File: config.mk
export PLATFORM = sky130hd
export DESIGN_NAME = acq_sched_flat
export DESIGN_NICKNAME = d
export VERILOG_FILES = /design/src/rtl/acq_sched_pkg.sv /design/src/rtl/acq_sched_if.sv /design/src/rtl/acq_sched_watchdog.sv /design/src/rtl/acq_sched.sv /design/src/flat_wrapper.sv
export SDC_FILE = /design/constraint.sdc
export NUM_CORES = 1
export LEC_CHECK = 0
export ABC_AREA = 1
export ABC_CLOCK_PERIOD_IN_PS = 3500
export BUFFER_PORTS_ARGS = -buffer_cell sky130_fd_sc_hd__buf_2
export CELL_PAD_IN_SITES_DETAIL_PLACEMENT = 1
export CELL_PAD_IN_SITES_GLOBAL_PLACEMENT = 2
export CORE_MARGIN = 5
export CORE_UTILIZATION = 33
export DETAILED_ROUTE_END_ITERATION = 8
export GPL_ROUTABILITY_DRIVEN = 0
export HOLD_SLACK_MARGIN = 0.08
export PLACE_DENSITY = 0.86
export SLEW_MARGIN = 20
export SYNTH_ARGS = -nofsm -noshare
export SYNTH_HDL_FRONTEND = slang
export SYNTH_SLANG_ARGS = --single-unit
File: constraint.sdc
create_clock -name sys_clk -period 3.5 [get_ports sys_clk]
set_input_delay 0.7 -clock sys_clk [delete_from_list [all_inputs] [get_ports sys_clk]]
set_output_delay 0.7 -clock sys_clk [all_outputs]
set_load 0.005 [all_outputs]
File: src/rtl/acq_sched_pkg.sv
// Shared types and constants for the acquisition sequencer: state encoding,
// error codes and helpers that map a state onto its handshake phase.
package acq_sched_pkg;

  localparam int CNT_W_DEF = 8;
  localparam int TO_W_DEF  = 16;

  typedef enum logic [7:0] {
    S_IDLE  = 8'h00,
    S_CHECK = 8'h01,
    S_CONF  = 8'h02,
    S_PREP  = 8'h03,
    S_FITX  = 8'h04,
    S_FIRX  = 8'h05,
    S_CONT  = 8'h06,
    S_DTRX  = 8'h07,
    S_LAST  = 8'h08,
    S_ERR   = 8'h0F
  } state_t;

  localparam logic [2:0] ERR_NONE  = 3'd0;
  localparam logic [2:0] ERR_CHECK = 3'd1;
  localparam logic [2:0] ERR_CONF  = 3'd2;
  localparam logic [2:0] ERR_READ  = 3'd3;
  localparam logic [2:0] ERR_FIFO  = 3'd4;
  localparam logic [2:0] ERR_TX    = 3'd5;

  // Error code reported when the given state's handshake times out
  function automatic logic [2:0] phase_code(input state_t s);
    case (s)
      S_CHECK: return ERR_CHECK;
      S_CONF:  return ERR_CONF;
      S_FITX:  return ERR_READ;
      S_FIRX:  return ERR_FIFO;
      S_DTRX:  return ERR_TX;
      default: return ERR_NONE;
    endcase
  endfunction

  // States that wait on an external done level and so need a watchdog
  function automatic logic is_watched(input state_t s);
    return phase_code(s) != ERR_NONE;
  endfunction

endpackage

File: src/rtl/acq_sched_if.sv
// Start/done handshake bundle between the sequencer and the sub-blocks it
// drives (ADC check/conf/read, FIFO fill, fifod2mac transmit).
interface acq_sched_if;
  logic fs_check, fs_conf, fs_read, fs_fifo, fs_tx;
  logic fd_check, fd_conf, fd_read, fd_fifo, fd_tx;

  modport master (
    output fs_check, fs_conf, fs_read, fs_fifo, fs_tx,
    input  fd_check, fd_conf, fd_read, fd_fifo, fd_tx
  );

  modport slave (
    input  fs_check, fs_conf, fs_read, fs_fifo, fs_tx,
    output fd_check, fd_conf, fd_read, fd_fifo, fd_tx
  );
endinterface

File: src/rtl/acq_sched_watchdog.sv
// Per-phase watchdog: counts enabled cycles since the last clear and flags
// expiry on the TIMEOUT-th cycle, after which the sequencer leaves the state.
module acq_sched_watchdog #(
  parameter int              TO_W    = 16,
  parameter logic [TO_W-1:0] TIMEOUT = '1
) (
  input  logic sys_clk,
  input  logic rst,
  input  logic clr,
  input  logic en,
  output logic expired
);

  localparam logic [TO_W-1:0] ONE   = {{(TO_W-1){1'b0}}, 1'b1};
  localparam logic [TO_W-1:0] LIMIT = TIMEOUT - ONE;

  logic [TO_W-1:0] cnt;

  assign expired = en && (cnt == LIMIT);

  // Cycle counter, restarted whenever the sequencer changes state
  always_ff @(posedge sys_clk or posedge rst) begin
    if (rst)                  cnt <= '0;
    else if (clr)             cnt <= '0;
    else if (en && !expired)  cnt <= cnt + ONE;
  end

endmodule

File: src/rtl/acq_sched.sv
// Acquisition sequencer: ADC bring-up, then a loop of FIFO-space wait, ADC
// read, FIFO fill, and after adc_cnt frames a UDP packet hand-off, with a
// watchdog on every handshake phase and frame/packet counters for status.
module acq_sched
  import acq_sched_pkg::*;
#(
  parameter int              CNT_W   = CNT_W_DEF,
  parameter int              TO_W    = TO_W_DEF,
  parameter logic [TO_W-1:0] TIMEOUT = '1,
  parameter int              SYNC_N  = 2
) (
  input  logic             sys_clk,
  input  logic             rst,
  input  logic             run,
  input  logic [CNT_W-1:0] adc_cnt,
  input  logic             fifo_full,
  acq_sched_if.master      hs,
  output logic [7:0]       state_o,
  output logic [CNT_W-1:0] frame_num,
  output logic [15:0]      pkt_cnt,
  output logic             err,
  output logic [2:0]       err_code
);

  localparam logic [CNT_W:0] ONE_W = {{CNT_W{1'b0}}, 1'b1};

  state_t state, state_n;
  logic [SYNC_N-1:0] fd_tx_sync;
  logic fd_tx_s;
  logic wd_clr, wd_en, wd_expired;
  logic [CNT_W:0] eff, frame_inc;
  logic more_frames;

  assign fd_tx_s     = fd_tx_sync[SYNC_N-1];
  assign eff         = (adc_cnt == '0) ? ONE_W : {1'b0, adc_cnt};
  assign frame_inc   = {1'b0, frame_num} + ONE_W;
  assign more_frames = frame_inc < eff;
  assign state_o     = state;
  assign wd_clr      = state_n != state;
  assign wd_en       = is_watched(state);

  acq_sched_watchdog #(.TO_W(TO_W), .TIMEOUT(TIMEOUT)) u_watchdog (
    .sys_clk (sys_clk),
    .rst     (rst),
    .clr     (wd_clr),
    .en      (wd_en),
    .expired (wd_expired)
  );

  // Bring the transmit-done level from the gmii_txc domain into sys_clk
  always_ff @(posedge sys_clk or posedge rst) begin
    if (rst) fd_tx_sync <= '0;
    else     fd_tx_sync <= {fd_tx_sync[SYNC_N-2:0], hs.fd_tx};
  end

  // Next state; a done level arriving on the expiry cycle still advances
  always_comb begin
    state_n = state;
    case (state)
      S_IDLE:  if (run) state_n = S_CHECK;
      S_CHECK: if (hs.fs_check && hs.fd_check) state_n = S_CONF;
               else if (wd_expired)             state_n = S_ERR;
      S_CONF:  if (hs.fs_conf && hs.fd_conf)   state_n = S_PREP;
               else if (wd_expired)             state_n = S_ERR;
      S_PREP:  if (!run)                        state_n = S_IDLE;
               else if (!fifo_full && !fd_tx_s) state_n = S_FITX;
      S_FITX:  if (hs.fs_read && hs.fd_read)   state_n = S_FIRX;
               else if (wd_expired)             state_n = S_ERR;
      S_FIRX:  if (hs.fs_fifo && hs.fd_fifo)   state_n = S_CONT;
               else if (wd_expired)             state_n = S_ERR;
      S_CONT:  state_n = more_frames ? S_LAST : S_DTRX;
      S_DTRX:  if (hs.fs_tx && fd_tx_s)        state_n = S_LAST;
               else if (wd_expired)             state_n = S_ERR;
      S_LAST:  state_n = S_PREP;
      S_ERR:   if (!run) state_n = S_IDLE;
      default: state_n = S_IDLE;
    endcase
  end

  // State register with registered start strobes, counters and error status
  always_ff @(posedge sys_clk or posedge rst) begin
    if (rst) begin
      state       <= S_IDLE;
      hs.fs_check <= 1'b0;
      hs.fs_conf  <= 1'b0;
      hs.fs_read  <= 1'b0;
      hs.fs_fifo  <= 1'b0;
      hs.fs_tx    <= 1'b0;
      frame_num   <= '0;
      pkt_cnt     <= '0;
      err         <= 1'b0;
      err_code    <= ERR_NONE;
    end else begin
      state       <= state_n;
      hs.fs_check <= (state == S_CHECK) && (state_n == S_CHECK);
      hs.fs_conf  <= (state == S_CONF)  && (state_n == S_CONF);
      hs.fs_read  <= (state == S_FITX)  && (state_n == S_FITX);
      hs.fs_fifo  <= (state == S_FIRX)  && (state_n == S_FIRX);
      hs.fs_tx    <= (state == S_DTRX)  && (state_n == S_DTRX);
      if (state == S_PREP && state_n == S_IDLE)
        frame_num <= '0;
      if (state == S_CONT)
        frame_num <= more_frames ? frame_inc[CNT_W-1:0] : '0;
      if (state == S_DTRX && state_n == S_LAST)
        pkt_cnt <= pkt_cnt + 16'd1;
      if (state != S_ERR && state_n == S_ERR) begin
        err      <= 1'b1;
        err_code <= phase_code(state);
      end
      if (state == S_IDLE && state_n == S_CHECK) begin
        err      <= 1'b0;
        err_code <= ERR_NONE;
      end
    end
  end

endmodule
File: src/flat_wrapper.sv
// flat-port wrapper written by rule: the top's interface ports become plain ports
module acq_sched_flat import acq_sched_pkg::*;
#(
  parameter int              CNT_W   = CNT_W_DEF,
  parameter int              TO_W    = TO_W_DEF,
  parameter logic [TO_W-1:0] TIMEOUT = '1,
  parameter int              SYNC_N  = 2
)
  (sys_clk, rst, run, adc_cnt, fifo_full, state_o, frame_num, pkt_cnt, err, err_code, hs_fs_check, hs_fs_conf, hs_fs_read, hs_fs_fifo, hs_fs_tx, hs_fd_check, hs_fd_conf, hs_fd_read, hs_fd_fifo, hs_fd_tx);
  acq_sched_if hs_i ();
  input  logic sys_clk;
  input  logic rst;
  input  logic run;
  input  logic [CNT_W-1:0] adc_cnt;
  input  logic fifo_full;
  output logic [7:0] state_o;
  output logic [CNT_W-1:0] frame_num;
  output logic [15:0] pkt_cnt;
  output logic err;
  output logic [2:0] err_code;
  output wire logic [$bits(hs_i.fs_check)-1:0] hs_fs_check;
  output wire logic [$bits(hs_i.fs_conf)-1:0] hs_fs_conf;
  output wire logic [$bits(hs_i.fs_read)-1:0] hs_fs_read;
  output wire logic [$bits(hs_i.fs_fifo)-1:0] hs_fs_fifo;
  output wire logic [$bits(hs_i.fs_tx)-1:0] hs_fs_tx;
  input wire logic [$bits(hs_i.fd_check)-1:0] hs_fd_check;
  input wire logic [$bits(hs_i.fd_conf)-1:0] hs_fd_conf;
  input wire logic [$bits(hs_i.fd_read)-1:0] hs_fd_read;
  input wire logic [$bits(hs_i.fd_fifo)-1:0] hs_fd_fifo;
  input wire logic [$bits(hs_i.fd_tx)-1:0] hs_fd_tx;
  assign hs_fs_check = hs_i.fs_check;
  assign hs_fs_conf = hs_i.fs_conf;
  assign hs_fs_read = hs_i.fs_read;
  assign hs_fs_fifo = hs_i.fs_fifo;
  assign hs_fs_tx = hs_i.fs_tx;
  assign hs_i.fd_check = hs_fd_check;
  assign hs_i.fd_conf = hs_fd_conf;
  assign hs_i.fd_read = hs_fd_read;
  assign hs_i.fd_fifo = hs_fd_fifo;
  assign hs_i.fd_tx = hs_fd_tx;
  acq_sched #(.CNT_W(CNT_W), .TO_W(TO_W), .TIMEOUT(TIMEOUT), .SYNC_N(SYNC_N)) u_core (.sys_clk(sys_clk), .rst(rst), .run(run), .adc_cnt(adc_cnt), .fifo_full(fifo_full), .hs(hs_i), .state_o(state_o), .frame_num(frame_num), .pkt_cnt(pkt_cnt), .err(err), .err_code(err_code));
endmodule
# [Yosys cells after proc, flatten, opt, wreduce, memory -nomap -nowiden]
# Index checks and enable logic that the tools add are counted.
[word_totals] regBits=59 input_bits=17 word_cells=85
[op_classes] addsub=3 order_cmp=1 n_eq_ne=19 muxes=23 reduce_logical=27
[op_table] operator="$mux W8" n=14
[op_table] operator="$pmux W8 S10" n=1
[op_table] operator="$eq A8 B3 Y1 const B" n=7
[op_table] operator="$add A16 B1 Y16 const B" n=2
[op_table] operator="$eq A8 B4 Y1 const B" n=4
[op_table] operator="$mux W16" n=2
[op_table] operator="$eq A8 B2 Y1 const B" n=3
[op_table] operator="$logic_not A8 Y1" n=3
[op_table] operator="$logic_and A1 B1 Y1" n=17
[op_table] operator="$eq A16 B16 Y1 const B" n=1
[op_table] operator="$eq A8 B1 Y1 const B" n=2
[op_table] operator="$pmux W3 S5" n=1
[op_table] operator="$add A8 B1 Y9 const B" n=1
[op_table] operator="$lt A9 B9 Y1" n=1
[op_table] operator="$ne A8 B4 Y1 const B" n=1
[op_table] operator="$ne A8 B8 Y1" n=1
[op_table] operator="$mux W3" n=2
[op_table] operator="$reduce_bool A2 Y1" n=3
[op_table] operator="$mux W4" n=1
[op_table] operator="$logic_not A1 Y1" n=3
[op_table] operator="$reduce_bool A3 Y1" n=1
[op_table] operator="$mux W1" n=2

# [Longest topological paths before layout]
[logic_depth] word_depth=11 mapped_depth=20 mapped_depth_nobuf=20

# [Modules after synthesis]
# Synthesis repeated with hierarchy kept, for this count alone.
[unflattened] cells_unflattened=470 hier_area_um2=3613.5
[by_module_without_submodules] mod="acq_sched" n_inst=1 cells_each=322 area_each_um2=2546.2
[by_module_without_submodules] mod="acq_sched_watchdog" n_inst=1 cells_each=148 area_each_um2=1067.3

# [Least setup slack after synthesis]
# Ideal clock, no wire load.
[synth_timing] kind="flip-flop to flip-flop" from="reg u_core.frame_num[0]" to="reg u_core.frame_num[0]" arrival_ns=2.455 required_time_ns=3.382 setup_slack_ns=0.926 stages_incl_launch_ff=19 path_buffers=0 synth_period_minus_slack_ns=2.574 cell_sequence="dfrtp_1 ha_1 nand2_1 nor2_2 nand3_1 xor2_1 inv_1 ha_1 a21o_1 nand3_1 nand2_1 nor2_2 nand2_1 nand2_2 nand3_4 nor2_2 nand3_2 nand3_1 nand2_1"
[synth_via] elab_chain_cells=7
[synth_rtl] item="from (decl)" line_no="acq_sched.sv:19" source="output logic [CNT_W-1:0] frame_num,"
[synth_rtl] item="from (signal assigned)" line_no="acq_sched.sv:103" source="frame_num <= more_frames ? frame_inc[CNT_W-1:0] : '0;"
[synth_rtl] item="$add A8 B1 Y9" line_no="acq_sched.sv:36" source="assign frame_inc = {1'b0, frame_num} + ONE_W;"
[synth_rtl] item="$lt A9 B9 Y1" line_no="acq_sched.sv:37" source="assign more_frames = frame_inc < eff;"
[synth_rtl] item="$mux W4" line_no="acq_sched.sv:71" source="S_CONT: state_n = more_frames ? S_LAST : S_DTRX;"
[synth_rtl] item="$pmux W8 S10" line_no="acq_sched.sv:59" source="case (state)"
[synth_rtl] item="named net u_core.state_n[2]" line_no="acq_sched.sv:27" source="state_t state, state_n;"
[synth_rtl] item="$logic_not A8 Y1" line_no="acq_sched.sv:100" source="if (state == S_PREP && state_n == S_IDLE)"
[synth_rtl] item="$logic_and A1 B1 Y1" line_no="acq_sched.sv:100"
[synth_rtl] item="$reduce_bool A2 Y1 (no source line)"
# The timed path passes the listed nets, and every way through them passes these cells.
# A chain may end at the register's enable or synchronous reset.

# [Worst setup path after layout]
[layout_timing] from="reg u_core.frame_num[0]" to="reg u_core.frame_num[2]"
# The elaborated chain is that of the path after synthesis.

==> results by stage <==
Die:
- The floorplan step defined a die boundary enclosing 0.0127 sq mm.
- In this run the standard cell core region covers 0.0103 sq mm.
- The cell row count is 37.
- The starting density of the core is 33.7%.
- The floorplan step set the die height to 113 um.
- The number of top-level pins is 58.
- Measured along the x axis, the die boundary spans 113 um.

Synthesis:
- The synthesized area divided by synthesized cell count is 8.08 sq um.
- For this run, the number of Yosys warnings is 0.
- After synthesis, flip-flops and latches occupy 42.6% of the total area.
- In this run, distinct cell masters in the synthesized netlist total 34.
- The netlist area before placement is 0.00347 sq mm.
- Counting flops and latches in the post-synthesis netlist gives 59.
- The synthesized netlist cell count is 429.

Setup path:
- The critical path starts at u_core.frame_num[0]$_DFFE_PP0P_.
- The minimum setup slack among reg-to-reg paths is 500 ps.
- The largest fanout on the critical path is 8.
- The endpoint type of the worst setup path is a flop.
- At the worst endpoint, the arrival time is 3240 ps.
- STA classifies the critical path startpoint as a flop.
- The critical path required time is 3750 ps.
- By startpoint and endpoint, the worst setup path is classified as reg -> reg.
- The startpoint identified for the worst register-to-register timing path is u_core.frame_num[0]$_DFFE_PP0P_.

Pwr:
- The clock network accounts for 44.3% of the total power.
- In this run switching power makes up 23.5% of total power.
- The net switching power figure is 310 uW.
- The combinational share of power is 3.6%.
- Summed over all cells, the static leakage comes to 0.00230 uW.
- The worst vdd rail ir drop is 208 uV.
- Registers are responsible for 52.1% of the overall power.
- In this run the power density over the cells is 321 mW/mm^2.
- The internal portion of the total power is 1010 uW.

Global route:
- The number of antenna violations at the first check in global routing is 0.
- The met2 capacity usage during global routing is 28.0%.
- The most utilized layer in the global route result is met2.
- Global routing used 15.9% of the available tracks across all layers.
- Entering global routing, the biggest net connects 32 pins.
- The first global-routing pass estimated 16000 um of wire.
- The met3 usage is 4.47%.
- For met1 alone, demand over resource in global routing was 18.9%.
- The via count of the first global-routing pass is 3250.
- After global routing the overflow that remains totals 0.

Route:
- The routed layout has 3040 vias.
- The per-cell routed wire length is 14.7 um.
- The final routed DRC violation total is 0.
- The count of nets left with antenna violations once routing finished came out at 0.
- The detailed router finished its first iteration with 91 violations.
- The via count normalized by instance count is 4.74.
- The routed design has 9400 um of wire.
- The first detailed-routing pass took 4 iterations.

Clocking:
- CTS placed an instance of clkbuf_8 at the clock tree root.
- The H-tree level count is 3.
- The later pin in the worst-skew pair is clocked with a latency of 350 ps.
- TritonCTS built the clock tree.
- The clock-pin transition on the worst setup and hold timing paths is 70 ps.
- In this run, post-CTS repair resized a total of 0 instances.
- The clock passes through at most 2 buffers.
- The post-cts hold buffer count is 0.
- TritonCTS created 9 clock buffers.
- The CTS sink count is 59.
- After clock tree synthesis, the setup repair step added 0 buffers.

Worst hold path:
- The startpoint identified for the worst hold timing path is u_core.fd_tx_sync[0]$_DFF_PP0_.
- In this run the worst hold path is classified as reg -> reg.

STA:
- The final setup skew is 11.4 ps.
- The pin slew with the least headroom to its limit is 701 ps.
- The worst pin sits at a relative slew slack of 53.2%.
- Setup total negative slack on the finished layout was measured at 0 ps.
- Setup violations remaining at the end of the flow were counted as 0.
- The number of hold-slack violations in the final timing report is 0.
- The smallest clock period supported by the final layout is computed as 3000 ps.
- Derived from the worst setup path, the maximum achievable clock frequency is 334 MHz.
- The post-layout worst setup margin is 504 ps.
- The number of pins exceeding their max-slew limit in the final report came to 0.
- Setup repair after global routing left no endpoint under its margin.
- The share of the clock period used by the worst path after layout is 85.6%.

Flow run:
- The tool flagged a number of max-cap violations equal to 0.

Finish:
- In the final layout, the share of cells above drive strength 1 is 23.6%.
- In the layout the commonest cells are nand2_1, dfrtp_1, inv_1, buf_2, nor2_1.
- The finished cells cover 0.00412 sq mm.
- At the end of the flow the core is filled with cells to 40.1%.
- The most common cell after layout, fill and taps aside is nand2_1.
- At the end of the flow, the number of nets in the layout was 529.
- Compared with the post-synthesis result, the final layout area differs by 18.7%.
- The number of antenna diodes in the final layout is 0.

Place:
- The worst slack after detailed placement is 520 ps.
- The half-perimeter wire length after detailed placement is 7470 um.
- Input and output buffers added on the ports amount to 57.
- Once placement finished, the instance area stood at 0.00394 sq mm.

Status:
- The run finished with clean final reports.
==> cell usage after synthesis, drive strengths merged <==
library cell	number	share of area, %
and2	1	0.18
nor3	15	2.3
nand4	16	2.9
nand2	103	12
a21oi	4	0.58
nor3b	6	1.6
o211ai	1	0.22
a21o	3	0.65
ha	11	4.0
xnor2	10	2.5
conb	1	0.11
nor2	54	7.5
dfrtp	59	43
buf	1	0.32
or2	1	0.18
nand3b	1	0.22
o21ai	11	1.6
nand3	45	7.9
nor4	2	0.79
xor2	17	4.3
inv	66	7.1
o221ai	1	0.25
==> area by class of cell <==
cell class | instances | area (sq um)
Tap cell | 136 | 170
Inverter | 66 | 248
Fill cell | 1307 | 6160
Multi-Input combinational cell | 306 | 1740
Sequential cell | 59 | 1480
Timing Repair Buffer | 59 | 300
Clock buffer | 13 | 169
Clock inverter | 2 | 10.0
==> routing by layer <==
layer  vias up  routed length (um)
li1       1515                   -
met1      1477                4140
met2        41                4810
met3         7                 351
met4         0                  95
met5         -                   0
==> worst max-delay path: stages (launching register included) <==
cell,delay [ps]
dfrtp_1,460
ha_1,220
nand2_1,70
nor2_2,180
nand3_1,140
xor2_1,150
inv_1,70
ha_1,310
a21o_1,160
nand3_1,80
nand2_1,70
nor2_2,130
nand2_1,80
nand2_2,130
nand3_4,110
nor2_2,140
nand3_2,190
nand3_1,140
nand2_1,60
==> power by group through the flow <==
| stage | clock, uW | combinational [uW] | sequential (uW) |
|---|---|---|---|
| floorplan | 0 | 25.1 | 701 |
| finish | 584 | 47.6 | 688 |
| global placement | 0 | 47.9 | 701 |
| CTS | 608 | 50.0 | 688 |
| global route | 640 | 56.7 | 688 |
| detailed placement | 0 | 50.0 | 701 |
==> worst paths after layout <==
| path | to | cells past startpoint |
|---|---|---|
| max | u_core.frame_num[2]$_DFFE_PP0P_ | 18 |
| min | u_core.fd_tx_sync[1]$_DFF_PP0_ | 0 |
| max reg2reg | u_core.frame_num[2]$_DFFE_PP0P_ | 18 |
| min reg2reg | u_core.fd_tx_sync[1]$_DFF_PP0_ | 0 |
| max in group asynchronous | u_core.frame_num[5]$_DFFE_PP0P_ | 3 |
| min in group asynchronous | u_core.err_code[2]$_DFFE_PP0P_ | 2 |
==> logic make-up after synthesis <==
| family | after synthesis | synth area share (%) |
|---|---|---|
| compound gates | 20 | 3.28 |
| xor+xnor | 27 | 6.82 |
| fa+ha+maj | 11 | 3.97 |
| buf+inv | 67 | 7.47 |
| flops | 59 | 42.6 |
| other cells | 1 | 0.108 |
| simple gates | 244 | 35.8 |
==> registers in the layout, indices dropped and copies added (netlist names) <==
name	flops
u_core.err	1
u_core.pkt_cnt	16
u_core.hs.fs_check	1
u_core.u_watchdog.cnt	16
u_core.state_o	8
u_core.err_code	3
u_core.hs.fs_read	1
u_core.frame_num	8
u_core.hs.fs_tx	1
u_core.hs.fs_conf	1
u_core.hs.fs_fifo	1
u_core.fd_tx_sync	2
==> stage by stage <==
stage	power, uW	std cells	hold slack (ps)
floorplan	726	432	331
global route	1390	641	365
global placement	749	626	341
detailed placement	751	626	342
finish	1320	641	353
CTS	1350	641	356
Note: power is estimated with default switching activity, not from simulation.
